<file path="config.mk">
export PLATFORM = sky130hd
export DESIGN_NAME = seven_seg_scanner
export DESIGN_NICKNAME = d
export VERILOG_FILES = /design/src/rtl/seven_seg_scanner.sv
export SDC_FILE = /design/constraint.sdc
export NUM_CORES = 1
export LEC_CHECK = 0
export ABC_AREA = 1
export BUFFER_PORTS_ARGS = -buffer_cell sky130_fd_sc_hd__buf_2
export CORE_ASPECT_RATIO = 1.75
export CORE_UTILIZATION = 65
export CTS_BUF_LIST = sky130_fd_sc_hd__clkbuf_8
export DETAILED_ROUTE_END_ITERATION = 8
export GPL_TIMING_DRIVEN = 0
export PLACE_DENSITY = 0.86
export RECOVER_POWER = 25
export SLEW_MARGIN = 15
export SYNTH_ARGS = -nofsm -noshare
export SYNTH_HDL_FRONTEND = slang
export SYNTH_SLANG_ARGS = --single-unit
</file>
<file path="constraint.sdc">
create_clock -name clk -period 4 [get_ports clk]
set_input_delay 0.8 -clock clk [delete_from_list [all_inputs] [get_ports clk]]
set_output_delay 0.8 -clock clk [all_outputs]
set_load 0.01 [all_outputs]
</file>
<file path="src/rtl/seven_seg_scanner.sv">
// Time-multiplexed N-digit seven-segment driver.
// A free-running refresh counter (pcnt) divides each frame into one slot per
// digit. The slot index (idx) selects which digit's anode is pulled low. The
// display data loaded by the datapath lands in a shadow copy first. It is only
// committed to the active copy at the frame wrap, so a digit never changes in
// the middle of a frame.
//
// Signal conventions:
//   anode : one-cold and active-low; bit i enables digit i.
//   segs  : active-low, ordered GFEDCBA from bit 6 down to bit 0.
//   dp_n  : active-low decimal point.
// At the start of each slot there is a short ghost window with all anodes off.
// It hides segment-line settling when the display moves from one digit to the
// next.
//
// Handshake: 'load' is a plain one-clock strobe with no back-pressure.
// Whatever sits on digits/blank/dp in that clock is captured, and a later load
// before the next wrap simply overwrites the shadow.

module seven_seg_scanner #(
    parameter int NUM_DIGITS   = 4,
    parameter int REFRESH_DIV  = 100000,
    parameter int GHOST_CYCLES = 2
) (
    input  logic                      clk,
    input  logic                      rst_n,
    input  logic                      enable,
    input  logic                      load,
    input  logic [4*NUM_DIGITS-1:0]   digits,
    input  logic [NUM_DIGITS-1:0]     blank,
    input  logic [NUM_DIGITS-1:0]     dp,
    output logic [NUM_DIGITS-1:0]     anode,
    output logic [6:0]                segs,
    output logic                      dp_n,
    output logic                      frame_done
);

    // ------------------------------------------------------------------
    // Widths and terminal counts
    // ------------------------------------------------------------------
    localparam int IDX_W  = (NUM_DIGITS  > 1) ? $clog2(NUM_DIGITS)  : 1;
    localparam int PCNT_W = (REFRESH_DIV > 1) ? $clog2(REFRESH_DIV) : 1;

    localparam logic [PCNT_W-1:0] PCNT_LAST = PCNT_W'(REFRESH_DIV - 1);
    localparam logic [IDX_W-1:0]  IDX_LAST  = IDX_W'(NUM_DIGITS - 1);

    localparam logic [6:0] SEGS_OFF = 7'b1111111;

    // ------------------------------------------------------------------
    // Hex nibble to active-low GFEDCBA pattern
    // ------------------------------------------------------------------
    function automatic logic [6:0] hex_to_segs(input logic [3:0] nib);
        logic [6:0] pat;
        case (nib)
            4'h0:    pat = 7'b1000000;
            4'h1:    pat = 7'b1111001;
            4'h2:    pat = 7'b0100100;
            4'h3:    pat = 7'b0110000;
            4'h4:    pat = 7'b0011001;
            4'h5:    pat = 7'b0010010;
            4'h6:    pat = 7'b0000010;
            4'h7:    pat = 7'b1111000;
            4'h8:    pat = 7'b0000000;
            4'h9:    pat = 7'b0010000;
            4'hA:    pat = 7'b0001000;
            4'hB:    pat = 7'b0000011;
            4'hC:    pat = 7'b1000110;
            4'hD:    pat = 7'b0100001;
            4'hE:    pat = 7'b0000110;
            default: pat = 7'b0001110;
        endcase
        return pat;
    endfunction

    // ------------------------------------------------------------------
    // Scan state
    // ------------------------------------------------------------------
    logic [PCNT_W-1:0] pcnt;
    logic [IDX_W-1:0]  idx;
    logic              tick;
    logic              wrap;

    // End of the current slot, and end of the last slot of the frame.
    assign tick = enable & (pcnt == PCNT_LAST);
    assign wrap = tick & (idx == IDX_LAST);

    // Refresh counter: counts clocks within a slot, forced to 0 while disabled.
    always_ff @(posedge clk or negedge rst_n) begin
        if (!rst_n) begin
            pcnt <= '0;
        end else if (!enable) begin
            pcnt <= '0;
        end else if (pcnt == PCNT_LAST) begin
            pcnt <= '0;
        end else begin
            pcnt <= pcnt + 1'b1;
        end
    end

    // Slot index: advances once per slot. It wraps explicitly after the last
    // digit, so no out-of-range index is reachable for any NUM_DIGITS.
    always_ff @(posedge clk or negedge rst_n) begin
        if (!rst_n) begin
            idx <= '0;
        end else if (!enable) begin
            idx <= '0;
        end else if (tick) begin
            if (wrap) begin
                idx <= '0;
            end else begin
                idx <= idx + 1'b1;
            end
        end
    end

    // ------------------------------------------------------------------
    // Shadow / active display data
    // ------------------------------------------------------------------
    logic [4*NUM_DIGITS-1:0] shadow_digits;
    logic [NUM_DIGITS-1:0]   shadow_blank;
    logic [NUM_DIGITS-1:0]   shadow_dp;
    logic                    pending;

    logic [4*NUM_DIGITS-1:0] active_digits;
    logic [NUM_DIGITS-1:0]   active_blank;
    logic [NUM_DIGITS-1:0]   active_dp;

    // Shadow capture: a load always wins. pending only clears on a wrap
    // without a fresh load, so a load landing on the wrap clock is kept for
    // the following frame.
    always_ff @(posedge clk or negedge rst_n) begin
        if (!rst_n) begin
            shadow_digits <= '0;
            shadow_blank  <= '0;
            shadow_dp     <= '0;
            pending       <= 1'b0;
        end else if (load) begin
            shadow_digits <= digits;
            shadow_blank  <= blank;
            shadow_dp     <= dp;
            pending       <= 1'b1;
        end else if (wrap) begin
            pending       <= 1'b0;
        end
    end

    // Commit at the frame boundary. This uses the shadow as it was before
    // this clock's load, if there is one.
    always_ff @(posedge clk or negedge rst_n) begin
        if (!rst_n) begin
            active_digits <= '0;
            active_blank  <= '0;
            active_dp     <= '0;
        end else if (wrap && pending) begin
            active_digits <= shadow_digits;
            active_blank  <= shadow_blank;
            active_dp     <= shadow_dp;
        end
    end

    // ------------------------------------------------------------------
    // Digit selection and next-output computation
    // ------------------------------------------------------------------
    logic [3:0]            sel_nib;
    logic                  sel_blank;
    logic                  sel_dp;
    logic [NUM_DIGITS-1:0] sel_onecold;
    logic                  in_ghost;
    logic                  dark;

    logic [NUM_DIGITS-1:0] anode_next;
    logic [6:0]            segs_next;
    logic                  dp_n_next;

    // Pick the active data for the digit under scan, and build its one-cold
    // anode mask.
    always_comb begin
        sel_nib     = '0;
        sel_blank   = 1'b0;
        sel_dp      = 1'b0;
        sel_onecold = '1;
        for (int i = 0; i < NUM_DIGITS; i++) begin
            if (idx == IDX_W'(i)) begin
                sel_nib        = active_digits[4*i +: 4];
                sel_blank      = active_blank[i];
                sel_dp         = active_dp[i];
                sel_onecold[i] = 1'b0;
            end
        end
    end

    // Decide whether this clock is dark (disabled, ghost window or blanked
    // digit). Otherwise light the selected digit.
    always_comb begin
        in_ghost   = (32'(pcnt) < 32'(GHOST_CYCLES));
        dark       = ~enable | in_ghost | sel_blank;
        anode_next = '1;
        segs_next  = SEGS_OFF;
        dp_n_next  = 1'b1;
        if (!dark) begin
            anode_next = sel_onecold;
            segs_next  = hex_to_segs(sel_nib);
            dp_n_next  = ~sel_dp;
        end
    end

    // Register the pin outputs so the board sees glitch-free levels. The
    // async reset darkens the display immediately.
    always_ff @(posedge clk or negedge rst_n) begin
        if (!rst_n) begin
            anode      <= '1;
            segs       <= SEGS_OFF;
            dp_n       <= 1'b1;
            frame_done <= 1'b0;
        end else begin
            anode      <= anode_next;
            segs       <= segs_next;
            dp_n       <= dp_n_next;
            frame_done <= wrap;
        end
    end

endmodule

</file>
-- Word level (Yosys, flattened, before mapping)
Memory sizes are Yosys's and may differ from the RTL's.
Cells that the tools add are included.
- output and inout port bits: 13
- memories kept: 1
- bits in read-only memories: 112
- input port bits: 28
- register bits: 81
- logic and storage cells: 57
- memory list (name ; words ; bits a word ; read ports ; clocked after memory_dff ; write ports ; RTL line ; text):
    (no name shown) ; 16 ; 7 ; 1 ; 0 ; 0 ; 54 ; case (nib)
- bitwise logic cells: 6
- add/sub/neg operators: 2
- reductions and logical operators: 3
- order comparisons: 1
- eq/ne operators: 5
- muxes and demuxes: 26
- operator list (cell ; number):
    $mux W17 ; 2
    $mux W4 ; 5
    $add A17 B1 Y17 const B ; 1
    $eq A17 B17 Y1 const B ; 1
    $lt A17 B2 Y1 const B ; 1
    $mux W1 ; 15
    $mux W7 ; 1
    $mux W2 ; 3
    $eq A2 B2 Y1 const B ; 2
    $add A2 B1 Y2 const B ; 1
    $and A1 B1 Y1 ; 2
    $eq A2 B1 Y1 const B ; 1
    $logic_not A2 Y1 ; 1
    $ne A2 B1 Y1 const B ; 1
    $not A1 Y1 ; 2
    $or A1 B1 Y1 ; 2
    $reduce_bool A2 Y1 ; 1
    $logic_and A1 B1 Y1 ; 1

-- Logic depth before layout (Yosys ltp)
Gate-level depths: netlist of the first run.
- depth in word-level cells: 7
- mapped depth: 15
- mapped depth without buffers: 15

-- Least setup slack after synthesis of the first run
OpenSTA, ideal clock, no wires.
- kind: register to register
- start: register idx[0]
- end: register segs[1]
- arrival time: 1.827 ns
- clock period less this slack: 1.905 ns
- stages on the path, launching flop included: 12
- setup time: 0.078 ns
- setup slack: 2.095 ns
- required time: 3.922 ns
- path buffers: 1
- path through: dfrtp_1 inv_1 ha_1 clkbuf_1 a21oi_1 nand2_1 nand2_1 ha_1 nand3_1 nor2_1 nor2_1 nand2_1
- longest elaborated chain between the ends: 7
- elaborated cells between the ends (all ways): 15
- those cells by class: 3 x eq/ne; 9 x mux; 1 x bitwise; 1 x reduce/logical; 1 x memory
- RTL lines (what ; RTL line ; text):
    start: declaration ; 79 ; logic [IDX_W-1:0] idx;
    start signal: assignment ; 111 ; idx <= idx + 1'b1;
    $logic_not A2 Y1 ; 183 ; if (idx == IDX_W'(i)) begin
    $mux W4 or $mux W1 (tied branches) (4 in a row) ; 183 ;
    $mem_v2 Z16 W7 or $or A1 B1 Y1 (tied branches) ; -- ;
    $mux W7 * ; 200 ; if (!dark) begin
    via segs_next[1] ; 172 ; logic [6:0] segs_next;
    end signal: assignment ; 217 ; segs <= segs_next;
    end: declaration ; 33 ; output logic [6:0] segs,
Mark *: on every way through the listed nets, which the timed path passes. The rest lies on a longest branch.
A chain may end at the register's enable or synchronous reset.

==> results.txt, run 1 <==
* Share of the clock period used by the worst path: 66.0%
- Highest achievable clock rate: 379 MHz
- The signal on the critical path passes through clkbuf_1 > clkbuf_2.
- The worst setup path is launched from an input pin.
* Die area: 6850 um^2
- Clock tree from TritonCTS: yes
* Total setup buffers inserted after CTS: 0
- Overall routing resource usage: 29.3%
* Buf/Inv on CP: 2
- Number of synthesized flops with an enable pin: 0
- In the synthesized netlist the dominant register cell turns out to be sky130_fd_sc_hd__dfrtp_1.
- Total area of multi-input combinational cells: 1670 um^2
- Number of distinct library cell variants in the gate-level netlist after synthesis: 29
* Max H-tree Level: 3
- Fillers: 463
* Commonest cells in the netlist: 165 x sky130_fd_sc_hd__nand2_1, 99 x sky130_fd_sc_hd__inv_1, 69 x sky130_fd_sc_hd__dfrtp_1
- Fraction of the core area covered by cells at the end of the flow: 75.8%
- Count of warnings emitted by yosys: 0
- Mapped Avg Cell Area: 7.71 um^2
- Buffers inserted to repair hold after CTS numbered 0.
- Compared with the post-synthesis result, the final layout area differs by 11.4%.
- In the routed design, unresolved DRC markers number 0.
- The run finished with clean final reports.
- Max cap viols: 0
- The number of antenna diodes in the final layout is 0.
- Count of mapped cells out of synthesis: 549
- Critical path's slowest cell: sky130_fd_sc_hd__clkbuf_2
- The worst path in the final design needs a cycle of 2640 ps, including I/O delays and setup.
- Dividing the detail-routed wire length by the instance count gives 12.8 um.
* Layout cell share with drive strength beyond 1: 15.0%
- Across the routed clock network, the largest skew measured is 11.2 ps.
- The via count of the first global-routing pass is 3511.
- The wire-length estimate of the detail-placed layout is 6530 um.
- Setup_tns: 0 ps
* Worst setup timing slack at the placement stage: 1650 ps
- The detail route stage leaves a number of antenna-violating nets equal to 0.
- The first global-routing pass estimated 15200 um of wire.
- The number of failing hold endpoints at the final stage was 0.
- Dominant cell by count in the synthesized netlist: sky130_fd_sc_hd__nand2_1
* Sequential-to-total area share from yosys stat: 48.2%
- The worst setup path is of the in2async kind.
* Maximum fanout count along the critical path: 59
- For this block, the initial DRC count from the detailed router was 260.
- During placement, the flow inserted port buffers numbering 39.
* Quantity of gates resized following cts: 0
* Family of cells with the greatest summed delay on the critical path: buffers and inverters
* Storage cell area: 2040 um^2
- RSZ-0062 raised after global routing: no
* Area contributors post-synth: sky130_fd_sc_hd__dfrtp_1 41%, sky130_fd_sc_hd__nand2_1 15%, sky130_fd_sc_hd__inv_1 8.8%
* Die outline width: 63.0 um
* Largest net degree at the start of global routing: 60
- Global routing finished with a remaining overflow of 0.
* Peak per-stage delay on the critical path: 1180 ps
- For this configuration, the core starts out at a cell density of 68.0%.
- The first detailed-routing pass ran for 4 iterations.
- Vias per cell: 5.14
* Setup slack of the critical path after layout: 1360 ps
- Area share of the leading cell type in the synthesized netlist: 40.8%
- After floorplanning, the core was divided into 38 placement rows.
* Clock root buffer: sky130_fd_sc_hd__clkbuf_8
* Final setup vio count: 0
- Of all flip-flops after synthesis, the portion carrying an async set or reset was 100%.
- The number of antenna violations at the first check in global routing is 0.
* Final layout net count: 639
* Synthesized area: 4230 um^2
- Including well taps, the total number of placed cells is 669.
- The worst setup path is captured at an async pin.
- Hold/Removal Path Class: reg2reg
- Total clock buffers created by CTS: 9
- Synthesis produced a netlist with a net count of 588.
- Cell leakage power: 2.43 nW
- In this run the power density over the cells is 315 nW/um^2.
- Clock latency on the worst-skew pair, taken at its later pin, is 370 ps.
* Via count: 3519
- Number of storage elements in the synthesis netlist: 81
- The finished layout holds 685 standard cells, fillers aside.
* Y dimension of the die: 109 um
* Rel. slew slack: 7.18%
- The worst-case IR drop observed on VDD is 0.277 mV.
- The clock drives 81 sinks.
- For this design the top-level I/O count stands at 41.
- For the pin with the worst max-slew slack, the measured transition is 1390 ps.
- Max Buffers Root-to-Sink: 2
- DRT Wirelength: 8790 um
- The synthesized design spends more area on one cell type than any other, namely sky130_fd_sc_hd__dfrtp_1.
- Worst EP arrival: 2880 ps
- The final-report max-slew violation count is 0.
- Data on the critical path is required at its endpoint by 4240 ps.
* Clock-pin slew on the worst setup and hold paths: 80 ps
- The floorplan step defined a core boundary enclosing 6230 um^2.
- Final RePlAce weighted congestion: 0.891
## metrics by stage
stage / power, mW / area, um^2 / hold WS (ps)
CTS: 1.50 / 4740 / 326
floorplan: 0.902 / 4230 / 433
finish: 1.49 / 4720 / 460
global placement: 0.939 / 4530 / 452
global route: 1.54 / 4720 / 489
detailed placement: 0.948 / 4560 / 453
## worst paths after layout
check	depth (start not counted)	slack, ps	to	startpoint
min in group asynchronous	1	660	pcnt[12]	rst_n
max in group clk	12	1580	segs[3]	idx[0]
hold reg to reg	1	460	pcnt[0]	pcnt[0]
setup / recovery	2	1360	active_digits[15]	rst_n
hold / removal	1	460	pcnt[0]	pcnt[0]
setup reg to reg	12	1580	segs[3]	idx[0]
## kinds of logic (layout without fill, tap and decap cells)
logic type,after synthesis,after routing,synth area share [%]
AND/OR/NAND/NOR,280,280,29.1
buffers and inverters,121,177,12.3
flip-flops,81,81,48.2
AO/OA/AOI/OAI,52,52,6.32
adder cells (fa/ha/maj),11,11,3.25
XOR/XNOR,4,4,0.828
## where the power goes
| group | internal [mW] | switching (mW) | leakage [nW] | total [mW] |
|---|---|---|---|---|
| sequential | 0.843 | 0.00789 | 0.913 | 0.851 |
| clock | 0.271 | 0.289 | 0.101 | 0.560 |
| combinational | 0.0240 | 0.0525 | 1.41 | 0.0765 |
## cell usage in the layout, fill, tap and decap left out, types with 13 or more instances in the layout
cell                       netlist  final
sky130_fd_sc_hd__nand4_1        28     28
sky130_fd_sc_hd__o21ai_0        30     30
sky130_fd_sc_hd__nor2_1         37     37
sky130_fd_sc_hd__inv_1          99    101
sky130_fd_sc_hd__clkbuf_8        1     13
sky130_fd_sc_hd__buf_2           3     41
sky130_fd_sc_hd__dfrtp_1        69     69
sky130_fd_sc_hd__nand2_1       165    165
sky130_fd_sc_hd__a21oi_1        18     18
sky130_fd_sc_hd__nand3_1        32     32
## layer usage
| metal | vias to the layer above | GRT usage [%] | share of wire (%) |
|---|---|---|---|
| met4 | 0 | 17.6 | 3.4 |
| li1 | 1799 | - | - |
| met1 | 1614 | 30.9 | 39 |
| met5 | - | 0 | 0 |
| met2 | 81 | 52.0 | 54 |
| met3 | 25 | 7.11 | 3.7 |
## flip-flops by register name, indices dropped and copies added, names as in the netlist
register and flops:
active_blank 4, active_digits 16, active_dp 4, anode 4, dp_n 1, frame_done 1
idx 2, pcnt 17, pending 1, segs 7, shadow_blank 4, shadow_digits 16
shadow_dp 4
## layout make-up
type,instances,area share [%]
buffer,19,2.92
sequential,81,43.3
inverter,102,8.11
multi-input combinational,347,35.4
clock buffer,12,3.50
tap,80,2.12
clock inverter,4,0.424
timing repair buffer,40,4.22
(Power assumes the default switching activity.)
==> run 2, diff against run 1 <==
--- a/config.mk
+++ b/config.mk
@@ -8,11 +8,11 @@
 export ABC_AREA = 1
 export BUFFER_PORTS_ARGS = -buffer_cell sky130_fd_sc_hd__buf_2
 export CORE_ASPECT_RATIO = 1.75
-export CORE_UTILIZATION = 65
+export CORE_UTILIZATION = 61
 export CTS_BUF_LIST = sky130_fd_sc_hd__clkbuf_8
 export DETAILED_ROUTE_END_ITERATION = 8
 export GPL_TIMING_DRIVEN = 0
-export PLACE_DENSITY = 0.86
+export PLACE_DENSITY = 0.82
 export RECOVER_POWER = 25
 export SLEW_MARGIN = 15
 export SYNTH_ARGS = -nofsm -noshare
==> constraint.sdc (replaced) <==
create_clock -name clk -period 2.7 [get_ports clk]
set_input_delay 0.54 -clock clk [delete_from_list [all_inputs] [get_ports clk]]
set_output_delay 0.54 -clock clk [all_outputs]
set_load 0.01 [all_outputs]
==> results.txt, run 2 (same netlist as run 1, synthesis figures left out) <==
- The flow ran to the end, but the final reports show violations.
- The final reports fail on max-capacitance violations, max-slew violations.
- Clock-pin slew on the worst setup and hold paths: 80 ps (about the same)
- The overall via count from detail_route was 3604 (+2.4%).
* Final RePlAce weighted congestion: 0.909 (+2.1%)
- In the layout the commonest cells are 165 x sky130_fd_sc_hd__nand2_1, 102 x sky130_fd_sc_hd__inv_1, 69 x sky130_fd_sc_hd__dfrtp_1, 41 x sky130_fd_sc_hd__buf_2, 37 x sky130_fd_sc_hd__nor2_1.
- Maximum fanout count along the critical path: 10 (-83%)
* Y dimension of the die: 112 um (+3.2%)
* Critical register-to-register path endpoint: segs[1]
* Die area: 7290 um^2 (+6.4%)
- Sinks on Clock Net: 81 (unchanged)
- The number of cell rows is 39 (+2.6%).
* Total setup buffers inserted after CTS: 0 (unchanged)
- The number of buffers created by CTS was 9 (unchanged).
- Number of antenna violations at the first check in global routing: 0 (unchanged)
- Share of the clock period used by the worst path: 88.7%
- The static power due to leakage came to 2.46 nW (+1.3%).
- The data arrival at the endpoint of the critical path is 2700 ps (-180 ps).
- The global-route usage over all layers was 29.2% (-0.047 points).
- The residual antenna-violating net count after detailed routing came to 0 (unchanged).
- The largest registers in the layout are pcnt: 17 flops, active_digits: 16 flops, shadow_digits: 16 flops.
* Number of global-route vias before repair: 3644 (+3.8%)
- Final setup vio count: 0 (unchanged)
- The total negative slack for setup checks was 0 ps (unchanged).
- Hold/Removal Path Class: in2reg
- Worst min-delay path endpoint: shadow_digits[3]
- Final layout net count: 639 (unchanged)
* I/O Buffers: 39 (unchanged)
* FF-to-FF setup slack: 300 ps (-1280 ps)
- Pin slew with the least headroom to its limit: 2020 ps (+624 ps)
- Largest net degree at the start of global routing: 48 (-20%)
- The worst-case clock buffer depth was 2 (unchanged).
- The tightest hold margin is 384 ps (-76.8 ps).
- The number of cells in the design after placement was 671 (+0.30%).
* Max H-tree Level: 3 (unchanged)
- Count of final hold-check violations: 0 (unchanged)
- Synth-to-layout area growth: 12.9%
* Cell depth of the worst hold path: 3 (+2)
- IR Drop Worst-Case VDD: 0.376 mV (+36%)
- The wire length of the first global-routing pass came to 16100 um (+6.1%).
* DRT Wirelength: 9110 um (+3.7%)
- The number of buffers inserted by hold repair at cts is 0 (unchanged).
- WL/cell: 13.3 um (+3.4%)
- Register-to-Register Path Depth: 14 (+2)
- Leading cell type in the layout, fill and taps excluded: sky130_fd_sc_hd__nand2_1
* Detailed placer's ending HPWL: 6750 um (+3.4%)
- Quantity of gates resized following cts: 0 (unchanged)
- Timing would allow up to 417 MHz.
- Number of diodes added for antenna fixing: 0 (unchanged)
* Die outline width: 65.0 um (+3.1%)
- Setup skew after layout: 7.05 ps (-4.12 ps)
* Origin of the worst min-delay path: digits[3]
- Power per unit of standard cell area: 496 nW/um^2 (+57%)
* Number of pins with negative max-slew slack in the final report: 35 (+35)
* Worst Setup End Kind: flip-flop
- Source-to-sink clock delay at the later pin of the worst-skew pair: 360 ps (about the same)
* Clock tree from TritonCTS: yes
* RSZ-0062 raised after global routing: no
- The final routed DRC violation total came to 0 (unchanged).
* Starting density of the core: 63.8% (-4.2 points)
- The worst setup path is of the reg2reg kind.
* Vias per cell: 5.25 (+2.1%)
- Clock root buffer: sky130_fd_sc_hd__clkbuf_8
* First-pass iteration count of the detailed router: 4 (unchanged)
- Fraction of the core area covered by cells at the end of the flow: 72.0% (-3.7 points)
- Max cap viols: 1 (+1)
* Core area: 6640 um^2 (+6.5%)
- Layout cell share with drive strength beyond 1: 14.9% (-0.17 points)
* Total global routing overflow: 0 (unchanged)
- The normalized max-slew margin was -34.4% (-42 points).
- The number of flip-flops under the largest register name is 17 (unchanged).
- CP Launch Type: flip-flop
* Final worst path period need: 2400 ps
* Top-level port count: 41 (unchanged)
- Reg-to-Reg Start: idx[1]
- The required time at the endpoint of the critical path came to 3000 ps (-1240 ps).
* Iteration-0 DRC count of the detailed router: 218 (-16%)
- Top register by number of flip-flops: pcnt
- The non-filler instance count after layout was 687 (+0.29%).
[run 2: cell count changes in the layout (fill, tap and decap cells not counted)]
cell	delta
sky130_fd_sc_hd__inv_1	+1
sky130_fd_sc_hd__clkinv_2	-1
sky130_fd_sc_hd__clkbuf_8	-1
sky130_fd_sc_hd__buf_16	+1
sky130_fd_sc_hd__clkbuf_2	-1
sky130_fd_sc_hd__clkinvlp_4	-1
sky130_fd_sc_hd__bufinv_16	+2
[run 2: layout make-up]
type / count / area [um^2]
sequential: 81 / 2040
tap: 82 / 103
clock buffer: 11 / 151
clock inverter: 5 / 71.3
inverter: 102 / 383
timing repair buffer: 40 / 221
multi-input combinational: 347 / 1670
buffer: 19 / 138
fill: 563 / 1860
[run 2: worst max-delay path, stage by stage (launching register included)]
cell and delay [ps]:
sky130_fd_sc_hd__dfrtp_1 390, sky130_fd_sc_hd__inv_1 80, sky130_fd_sc_hd__ha_1 190, sky130_fd_sc_hd__buf_2 190, sky130_fd_sc_hd__nor2_1 320, sky130_fd_sc_hd__nand2_1 150, sky130_fd_sc_hd__nand2_1 80, sky130_fd_sc_hd__nand2_1 60
sky130_fd_sc_hd__nand2_1 60, sky130_fd_sc_hd__nand2_1 140, sky130_fd_sc_hd__ha_1 320, sky130_fd_sc_hd__nand3_1 110, sky130_fd_sc_hd__nor2_1 120, sky130_fd_sc_hd__nor2_1 40, sky130_fd_sc_hd__nand2_1 70
[run 2: where the power goes]
part | switching (mW) | internal [mW] | total [mW]
sequential | 0.0117 | 1.25 | 1.26
combinational | 0.0808 | 0.0396 | 0.120
clock | 0.427 | 0.562 | 0.989
total | 0.520 | 1.85 | 2.37
[run 2: how the worst max path moves through the flow]
stage / startpoint / slack, ps / to / cells past startpoint
finish: idx[1] / 300 / segs[1] / 14
global route: idx[1] / 50 / segs[1] / 14
CTS: idx[0] / 320 / segs[1] / 11
detailed placement: idx[1] / 360 / segs[1] / 14
global placement: idx[0] / 410 / segs[1] / 11
floorplan: idx[0] / 800 / segs[1] / 11
[run 2: metal layers]
layer	GRT usage, %	up-vias	routed length (um)
met4	20.6	0	362
met5	0	-	0
li1	-	1800	-
met3	4.47	32	404
met1	32.6	1656	3530
met2	49.4	116	4820
[run 2: metrics by stage]
stage / worst slack, ps / power, mW / cell area (um^2)
2_1_floorplan: 795 / 1.34 / 4230
3_3_place_gp: 408 / 1.39 / 4530
3_5_place_dp: 356 / 1.40 / 4560
4_1_cts: 316 / 2.39 / 4780
5_1_grt: 50.7 / 2.45 / 4780
6_report: 304 / 2.37 / 4780
